===== src/rtl/bus_arbiter.sv =====
// Two-port memory bus arbiter: data port (D) has priority over fetch (F), with a
// bounded D streak so fetch cannot starve, and a per-transaction timeout.
module bus_arbiter #(
  parameter int ADDR_W       = 32,
  parameter int DATA_W       = 32,
  parameter int MAX_D_STREAK = 4,
  parameter int TIMEOUT      = 255
) (
  input  logic                  clock,
  input  logic                  reset,
  input  logic                  f_req,
  input  logic [ADDR_W-1:0]     f_addr,
  output logic                  f_ack,
  output logic                  f_err,
  input  logic                  d_req,
  input  logic [ADDR_W-1:0]     d_addr,
  input  logic                  d_write,
  input  logic [DATA_W-1:0]     d_wdata,
  input  logic [DATA_W/8-1:0]   d_wstrb,
  output logic                  d_ack,
  output logic                  d_err,
  output logic [DATA_W-1:0]     rdata,
  output logic                  bus_valid,
  output logic [ADDR_W-1:0]     bus_addr,
  output logic                  bus_write,
  output logic [DATA_W-1:0]     bus_wdata,
  output logic [DATA_W/8-1:0]   bus_wstrb,
  input  logic                  bus_ready,
  input  logic [DATA_W-1:0]     bus_rdata
);

  localparam logic [15:0] TO_LAST    = 16'(TIMEOUT - 1);
  localparam logic [3:0]  STREAK_MAX = 4'(MAX_D_STREAK);

  typedef enum logic [1:0] {IDLE, GRANT_F, GRANT_D} state_t;

  state_t      state_q;
  logic [3:0]  streak_q;
  logic [15:0] timer_q;

  logic sel_f, sel_d, expire, done, pick_d;

  assign sel_f  = (state_q == GRANT_F);
  assign sel_d  = (state_q == GRANT_D);
  assign expire = (timer_q == TO_LAST);
  // bus_ready on the expiry cycle still counts as a normal completion
  assign done   = (sel_f || sel_d) && (bus_ready || expire);
  assign pick_d = d_req && (!f_req || (streak_q < STREAK_MAX));

  always_ff @(posedge clock or negedge reset) begin
    if (!reset) begin
      state_q  <= IDLE;
      streak_q <= 4'd0;
      timer_q  <= 16'd0;
    end else begin
      case (state_q)
        IDLE: begin
          if (pick_d) begin
            state_q  <= GRANT_D;
            timer_q  <= 16'd0;
            streak_q <= !f_req ? 4'd0 : (streak_q == 4'hF) ? 4'hF : streak_q + 4'd1;
          end else if (f_req) begin
            state_q  <= GRANT_F;
            timer_q  <= 16'd0;
            streak_q <= 4'd0;
          end
        end
        default: begin
          if (done) state_q <= IDLE;
          else      timer_q <= timer_q + 16'd1;
        end
      endcase
    end
  end

  // Bus side follows the state register directly so reset drops bus_valid at once
  assign bus_valid = sel_f || sel_d;
  assign bus_addr  = sel_d ? d_addr : sel_f ? f_addr : '0;
  assign bus_write = sel_d && d_write;
  assign bus_wdata = sel_d ? d_wdata : '0;
  assign bus_wstrb = sel_d ? d_wstrb : '0;

  assign f_ack = sel_f && done;
  assign d_ack = sel_d && done;
  assign f_err = f_ack && !bus_ready;
  assign d_err = d_ack && !bus_ready;
  assign rdata = (done && bus_ready) ? bus_rdata : '0;

endmodule


===== config.mk =====
export PLATFORM = sky130hd
export DESIGN_NAME = bus_arbiter
export DESIGN_NICKNAME = d
export VERILOG_FILES = /design/src/rtl/bus_arbiter.sv
export SDC_FILE = /design/constraint.sdc
export NUM_CORES = 1
export LEC_CHECK = 0
export BUFFER_PORTS_ARGS = -buffer_cell sky130_fd_sc_hd__buf_2
export CORE_AREA = 2 2 96 98
export CTS_BUF_LIST = sky130_fd_sc_hd__clkbuf_8
export DETAILED_ROUTE_END_ITERATION = 10
export DIE_AREA = 0 0 98 100
export GPL_ROUTABILITY_DRIVEN = 0
export SYNTH_ARGS = -nofsm -noshare
export SYNTH_HDL_FRONTEND = slang
export SYNTH_SLANG_ARGS = --single-unit

===== constraint.sdc =====
create_clock -name clock -period 5.3 [get_ports clock]
set_input_delay 1.06 -clock clock [delete_from_list [all_inputs] [get_ports clock]]
set_output_delay 1.06 -clock clock [all_outputs]
set_load 0.1 [all_outputs]

* After elaboration in Yosys (flattened, before gate mapping)
Index checks and enable logic that the tools add are counted.
** Storage, ports and cells
- Flip-flop bits (word level) :: 22
- Output and inout port bits :: 106
- Word-level logic and storage cells :: 48
** Cells by class
- $add $sub $neg :: 2
- Magnitude comparators :: 1
- Eq/ne operators :: 6
- Multiplexer cells :: 17
- Reductions and logical operators :: 19
** Operator list (count)
- 32-bit 2-to-1 mux :: 4
- 16-bit 2-to-1 mux :: 4
- 4-bit 2-to-1 mux :: 5
- 16-bit by 1-bit adder with 16-bit output (second input constant) :: 1
- 16-bit by 8-bit equality test with 1-bit output (second input constant) :: 1
- 1-bit logical AND :: 8
- 2-bit 2-to-1 mux :: 4
- 2-bit AND reduction :: 3
- 4-bit by 1-bit adder with 4-bit output (second input constant) :: 1
- 4-bit equality test (second input constant) :: 1
- 4-bit by 3-bit less-than comparator with 1-bit output (second input constant) :: 1
- 2-bit nonzero test :: 2
- 1-bit logical OR :: 3
- 3-bit inequality test (second input constant) :: 1
- 2-bit by 1-bit equality test with 1-bit output (second input constant) :: 1
- 2-bit equality test (second input constant) :: 1
- 1-bit zero test :: 2
- 2-bit zero test :: 1
- 2-bit by 1-bit inequality test with 1-bit output (second input constant) :: 1

* Longest topological paths before layout
Gate-level depths: netlist of run 1.
- Depth after elaboration :: 5
- Depth in mapped cells :: 8
- Gate-level depth less buffers :: 7

* Least setup slack after synthesis of run 1
No wires, ideal clock.
- Kind :: reg2out
- Start :: register state_q[1]
- End :: output f_err
- Data arrival time :: 4837 ps
- Required time :: 4240 ps
- Setup slack :: -597 ps
- Stages on the path, launching flop included :: 8
- Cells stage by stage :: dfrtp_1 -> inv_1 -> ha_1 -> nand4b_1 -> nor4_4 -> a21oi_1 -> nor2b_1 -> nor2b_1
** Between the ends
- Longest elaborated chain between the ends :: 5
- Elaborated cells on any way between the ends :: 6
- Classes of those cells :: 2 x eq/ne; 4 x reduce/logical
** Ends and longest elaborated chain
- start, declared :: RTL line 37 : state_t state_q;
- start signal, assigned :: RTL line 52 : state_q <= IDLE;
- start signal, assigned :: RTL line 59 : state_q <= GRANT_D;
- start signal, assigned :: RTL line 63 : state_q <= GRANT_F;
- 2-bit by 1-bit equality test with 1-bit output / 2-bit equality test (equally long branches) :: RTL line 43, 44
- 1-bit logical OR *
- via bus_valid :: RTL line 23 : output logic bus_valid,
- 1-bit logical AND * :: RTL line 47 : assign done = (sel_f || sel_d) && (bus_ready || expire);
- 1-bit logical AND * :: RTL line 83 : assign f_ack = sel_f && done;
- via f_ack :: RTL line 13 : output logic f_ack,
- 1-bit logical AND * :: RTL line 85 : assign f_err = f_ack && !bus_ready;
- end, declared :: RTL line 14 : output logic f_err,
The timed path passes the listed nets; every way through them passes the cells marked *.

* Final worst setup path of run 1
- Start :: register state_q[1]
- End :: output d_err
** Between the ends
- Longest elaborated chain between the ends :: 5
- Elaborated cells on any way between the ends :: 6
- Classes of those cells :: 2 x eq/ne; 4 x reduce/logical
** Ends and longest elaborated chain
- 2-bit by 1-bit equality test with 1-bit output / 2-bit equality test (equally long branches) :: RTL line 43, 44
- 1-bit logical OR :: RTL line 47
- 1-bit logical AND :: RTL line 47
- 1-bit logical AND * :: RTL line 84 : assign d_ack = sel_d && done;
- 1-bit logical AND * :: RTL line 86 : assign d_err = d_ack && !bus_ready;
- end, declared :: RTL line 21 : output logic d_err,
Every way passes the cells marked *; elsewhere a longest branch is shown, timed or not.

==> results of run 1 <==
logic make-up (layout without fill, tap and decap cells):
group | after synthesis | count (layout) | synth area share (%)
DFF | 22 | 22 | 26.5
muxes | 5 | 5 | 2.41
buffers and inverters | 27 | 253 | 5.23
AOI/OAI and AO/OA | 70 | 70 | 24.7
and+or+nand+nor | 131 | 131 | 37.6
other | 0 | 1 | 0
adders and majority gates | 6 | 6 | 3.61
layer usage:
metal | vias up | routed length (um) | GRT usage [%]
met2 | 139 | 4820 | 29.3
met4 | 0 | 76 | 2.88
met5 | - | 0 | 0
met3 | 4 | 905 | 4.60
li1 | 1416 | - | -
met1 | 1342 | 4790 | 28.7
registers in the layout (all words and copies together), names as in the netlist:
| signal | count |
|---|---|
| timer_q | 16 |
| state_q | 2 |
| streak_q | 4 |
stage by stage:
| step | std cells | TNS (ns) | utilization (%) | worst slack [ns] | hold slack (ns) |
|---|---|---|---|---|---|
| after global routing | 598 | 0 | 38.5 | 0.677 | 0.519 |
| final | 599 | 0 | 38.5 | 0.991 | 0.508 |
| after global placement | 594 | 0 | 37.8 | 1.39 | 0.474 |
| after CTS | 598 | 0 | 38.5 | 0.995 | 0.509 |
| after floorplan | 261 | -0.364 | - | -0.183 | 0.454 |
| after detailed placement | 594 | 0 | 37.8 | 1.29 | 0.498 |
path summary, 6_finish.rpt:
kind                              from          end  slack, ns  cells past startpoint
min                        timer_q[13]  timer_q[13]       0.51                      1
max reg2reg                 state_q[1]   timer_q[3]       2.71                      7
max in group asynchronous        reset  timer_q[11]       4.18                      1
max                         state_q[1]        d_err       0.99                      8
min in group asynchronous        reset   timer_q[5]       0.76                      1
min reg2reg                timer_q[13]  timer_q[13]       0.51                      1
cell type report:
class                           count  area, sq um
Fill cell                         981         5470
Multi-Input combinational cell    212         1430
Timing Repair Buffer              244         1220
Sequential cell                    22          551
Tap cell                          111          139
Clock buffer                        4         55.1
Inverter                            5         18.8
Antenna cell                        1         2.50
placed cells by master (no fill, tap or decap), types with 2 or more instances in the layout:
cell and n:
buf_2 243, and2_1 38, and3_1 34, a22o_1 34
dfrtp_1 22, nand2_1 17, o21ai_0 15, nand3_1 12
a21oi_1 8, inv_1 5, nor2_1 5, mux2i_1 5
ha_1 5, nand4_1 4, nor3_1 4, clkbuf_8 4
nor2b_2 3, nor2b_1 3, a21o_1 3, and4_1 2
o31ai_1 2, a31oi_1 2
==> out/summary.txt, run 1 <==
Tightest Hold Check Type - flip-flop to flip-flop
Pin count of the biggest net entering global routing - 72
Mapped Nets - 405
Num ports - 244
Area Growth Syn to Fin - 64.4%
Die Y - 100 um
Full die area - 9800 sq um
Setup Viol. Count Final - 0
Worst setup SP type - flip-flop
CTS root buf - clkbuf_8
Crit Path Max Fanout - 39
CP peak stage delay - 0.84 ns
EDFF count, synth - 0
CP Class - flip-flop to output port
DP Area - 3360 sq um
DRC - 0
Period utilization - 81.3%
TritonRoute pass-1 iters - 4
Worst Setup End Kind - output port
Maximum clock rate - 232 MHz
Initial antenna violation count - 1
CTS tree - built
Drt total wl - 10.6 mm
DRT iter0 DRCs - 165
Design area - 3420 sq um
Die X - 98 um
I/O Buffers - 243
Core box area - 8890 sq um
Final Skew - 0.00543 ns
Most common library cells after synthesis - and2_1, a22o_1, and3_1, dfrtp_1, clkbuf_1
Routed via count - 2901
RSZ-0062 raised after global routing - no
Syn avg cell area - 7.97 sq um
Yosys warnings - 0
Clock Pin Slew Worst Setup and Hold Paths - 0.08 ns
Synthesized instance count - 261
DR vias/cell - 4.84
TritonCTS Buffers - 3
Clock buffer depth - 2
# rows - 35
Post-synth ARST share - 100%
Status - complete, no violations
Later-pin clock latency in the skew report - 0.26 ns
Gr ovfl total - 0
Synth cell types - 36
Aggregate global-route resource usage - 19.4%
CP required - 4.24 ns
Area leader, netlist - dfrtp_1
Buf+Inv Stages, Crit Path - 2
Max cap viols - 0
Worst slew pin tran - 1.07 ns
First-pass GRT wire length - 14.9 mm
Vias in the first global route - 2581
Cell area after synthesis - 2080 sq um
Crit path max-delay family - simple AND/OR/NAND/NOR gates
Clock Sinks - 22
Hold Vio Cnt, Final - 0
Yosys top cell area share - 26.5%
Starting Density - 23.4%
Crit path arrival time - 3.25 ns
Resized Gates After CTS - 0
Top post-synthesis cells by area - dfrtp_1, a22o_1, and2_1
Share of cells above drive strength 1 - 53.2%
DR WL/cell - 17.7 um
DRT antenna net count - 0
Top-count cell post-synth - and2_1
Crit path max-delay cell type - ha_1
Fin crit period - 4.31 ns
Primary FF master, synth - dfrtp_1
Fin nets - 632
Slew Viols, Final - 0
Hold-fix buffers at CTS - 0
Slew margin rel. - 28.6%
H-tree Lvls - 1
Sequential-to-total area share from yosys stat - 26.5%
Post-CTS Setup Bufs - 0
Cells along the critical path - inv_1 -> ha_1 -> nand4b_1 -> nor4_4 -> a21oi_1 -> nor2b_1 -> nor2b_2 -> buf_2
DP HPWL - 8.96 mm
Flops & latches, synth - 22
Power of run 1 is not shown: default switching activity piles up to over one toggle a cycle in this logic, so the estimate is an artifact.
==> inputs of run 2 (changes only) <==
- ABC_AREA: unset -> 1
- CORE_AREA: 2 2 96 98 -> 2 2 94 96
- DIE_AREA: 0 0 98 100 -> 0 0 96 98
- PLACE_DENSITY: unset -> 0.71
- clock period: 5.3 -> 3.5 ns (I/O delays scaled with it)
==> out/summary.txt, run 2 <==
First-pass GRT wire length - 15.9 mm (+6.9%)
Crit Path Max Fanout - 4 (-90%)
Max cap viols - 0 (unchanged)
Reg2Reg Depth - 8 (+1)
DRT iter0 DRCs - 165 (unchanged)
Most flop-heavy register - timer_q
Maximum clock rate - 348 MHz
Clock Sinks - 22 (unchanged)
CTS tree - built
CP required - 2.80 ns (-1.44 ns)
Later-pin clock latency in the skew report - 0.27 ns (about the same)
Final Skew - 0.00259 ns (-0.00284 ns)
Core box area - 8470 sq um (-4.8%)
Starting Density - 29.4% (+6.0 points)
Tightest Hold Check Type - input pin to async pin
Mapped Nets - 620 (+53%)
Syn avg cell area - 5.23 sq um (-34%)
Area Growth Syn to Fin - 56.4%
Top-count cell post-synth - nand2_1
Gr ovfl total - 0 (unchanged)
Drt total wl - 10.7 mm (+0.63%)
Die Y - 98 um (-2.0%)
Hold Vio Cnt, Final - 0 (unchanged)
Post-CTS Setup Bufs - 0 (unchanged)
FILL cells - 926 (-5.6%)
Clock buffer depth - 2 (unchanged)
Period utilization - 82.2%
Synthesized instance count - 476 (+82%)
I/O Buffers - 243 (unchanged)
Worst slew pin tran - 0.708 ns (-0.363 ns)
Num ports - 244 (unchanged)
Slew margin rel. - 52.7% (+24 points)
Place WS - 0.866 ns (-0.419 ns)
CP peak stage delay - 0.43 ns (-0.41 ns)
Sequential-to-total area share from yosys stat - 22.1% (-4.3 points)
Cell mode on critical path - inv_1
Final worst slack - 0.624 ns (-0.367 ns)
Fin crit period - 2.88 ns
Setup Viol. Count Final - 0 (unchanged)
Worst Setup End Kind - output port
DRC - 0 (unchanged)
EDFF count, synth - 0 (unchanged)
Aggregate global-route resource usage - 21.6% (+2.2 points)
DP HPWL - 8.95 mm (-0.13%)
Resized Gates After CTS - 0 (unchanged)
Clock Pin Slew Worst Setup and Hold Paths - 0.08 ns (about the same)
Largest register FFs - 16 (unchanged)
Area leader, netlist - nand2_1
Primary FF master, synth - dfrtp_1
Most common library cells after synthesis - nand2_1, inv_1, nand3_1, nor2_1, dfrtp_1
H-tree Lvls - 1 (unchanged)
Most common cell after layout, fill and taps aside - buf_2
Cells along the critical path - inv_1 -> ha_1 -> inv_1 -> nor2_1 -> nand2_1 -> nor2_2 -> nand2_2 -> nand2_1 -> inv_1 -> nor2_2 -> buf_2
TritonRoute pass-1 iters - 4 (unchanged)
DR vias/cell - 4.46 (-7.8%)
Vias in the first global route - 3330 (+29%)
Pin count of the biggest net entering global routing - 70 (-2.8%)
CP Class - flip-flop to output port
Top post-synthesis cells by area - nand2_1, dfrtp_1, inv_1
CTS root buf - clkbuf_8
Commonest non-fill, non-tap cells in the layout - buf_2, nand2_1, inv_1
Hold-fix buffers at CTS - 0 (unchanged)
RSZ-0062 raised after global routing - no
Biggest regs - timer_q x16, streak_q x4, state_q x2
TritonCTS Buffers - 3 (unchanged)
DRT antenna net count - 0 (unchanged)
Post-synth ARST share - 100% (unchanged)
Full die area - 9410 sq um (-4.0%)
DR WL/cell - 13.0 um (-27%)
Slew Viols, Final - 0 (unchanged)
Initial antenna violation count - 15 (+14)
Worst setup SP type - flip-flop
Routed via count - 3670 (+27%)
Synth cell types - 25 (-31%)
Fin nets - 850 (+34%)
# rows - 34 (-2.9%)
Flops & latches, synth - 22 (unchanged)
Yosys warnings - 0 (unchanged)
Share of cells above drive strength 1 - 37.5% (-16 points)
Crit path arrival time - 2.18 ns (-1.07 ns)
Crit path max-delay cell type - buf_2
Die X - 96 um (-2.0%)
Status - complete, no violations
Cell area after synthesis - 2490 sq um (+20%)
Yosys top cell area share - 26.9% (+0.40 points)
## run 2: worst paths after layout
kind / slack [ns] / startpoint / end
setup / recovery: 0.62 / state_q[1] / f_ack
hold reg to reg: 0.52 / streak_q[1] / streak_q[1]
hold / removal: 0.40 / reset / streak_q[0]
setup reg to reg: 1.32 / state_q[0] / timer_q[15]
min in group clock: 0.52 / streak_q[1] / streak_q[1]
max in group asynchronous: 2.76 / reset / timer_q[13]
## run 2: final cells by class
type	instances	area, sq um	area share, %
diodes	10	25.0	0.643
repair buffers	247	1280	32.8
inverters	100	375	9.65
clock buffers	3	41.3	1.06
multi-input cells	332	1490	38.2
well taps	108	135	3.47
flip-flops and latches	22	551	14.1
## run 2: through the flow
step | utilization (%) | setup TNS, ns | hold WS, ns | instance area (sq um) | instances
CTS | 45.7 | 0 | 0.415 | 3870 | 812
global route | 45.8 | 0 | 0.432 | 3870 | 815
floorplan | - | -11.53 | 0.404 | 2510 | 476
detailed placement | 45.2 | 0 | 0.498 | 3820 | 809
global placement | 45.2 | 0 | 0.473 | 3820 | 809
finish | 46.0 | 0 | 0.397 | 3890 | 822
## run 2: worst max-delay path: cells and delay by family (launching register included)
| kind | cells | cell delay (ns) |
|---|---|---|
| fa+ha+maj | 1 | 0.33 |
| simple gates | 6 | 0.52 |
| buf+inv | 4 | 0.67 |
| flops | 1 | 0.39 |
## run 2: logic make-up (layout without fill, tap and decap cells)
family / count (synthesis) / after routing / share of synthesized area [%]
other: 0 / 10 / 0
xor gates and xnor gates: 6 / 6 / 2.11
AOI/OAI and AO/OA: 9 / 9 / 2.01
adders and majority gates: 6 / 6 / 3.02
buffers and inverters: 122 / 350 / 19.0
DFF: 22 / 22 / 22.1
and+or+nand+nor: 311 / 311 / 51.7
## run 2: per-layer routing
| metal | up-vias | routed length, um | GRT usage (%) |
|---|---|---|---|
| met4 | 10 | 210 | 6.15 |
| met1 | 1572 | 3820 | 22.2 |
| met3 | 26 | 1480 | 11.2 |
| li1 | 1865 | - | - |
| met5 | - | 75 | 0 |
| met2 | 197 | 5070 | 37.7 |
Power of run 2 is left out for the same reason.
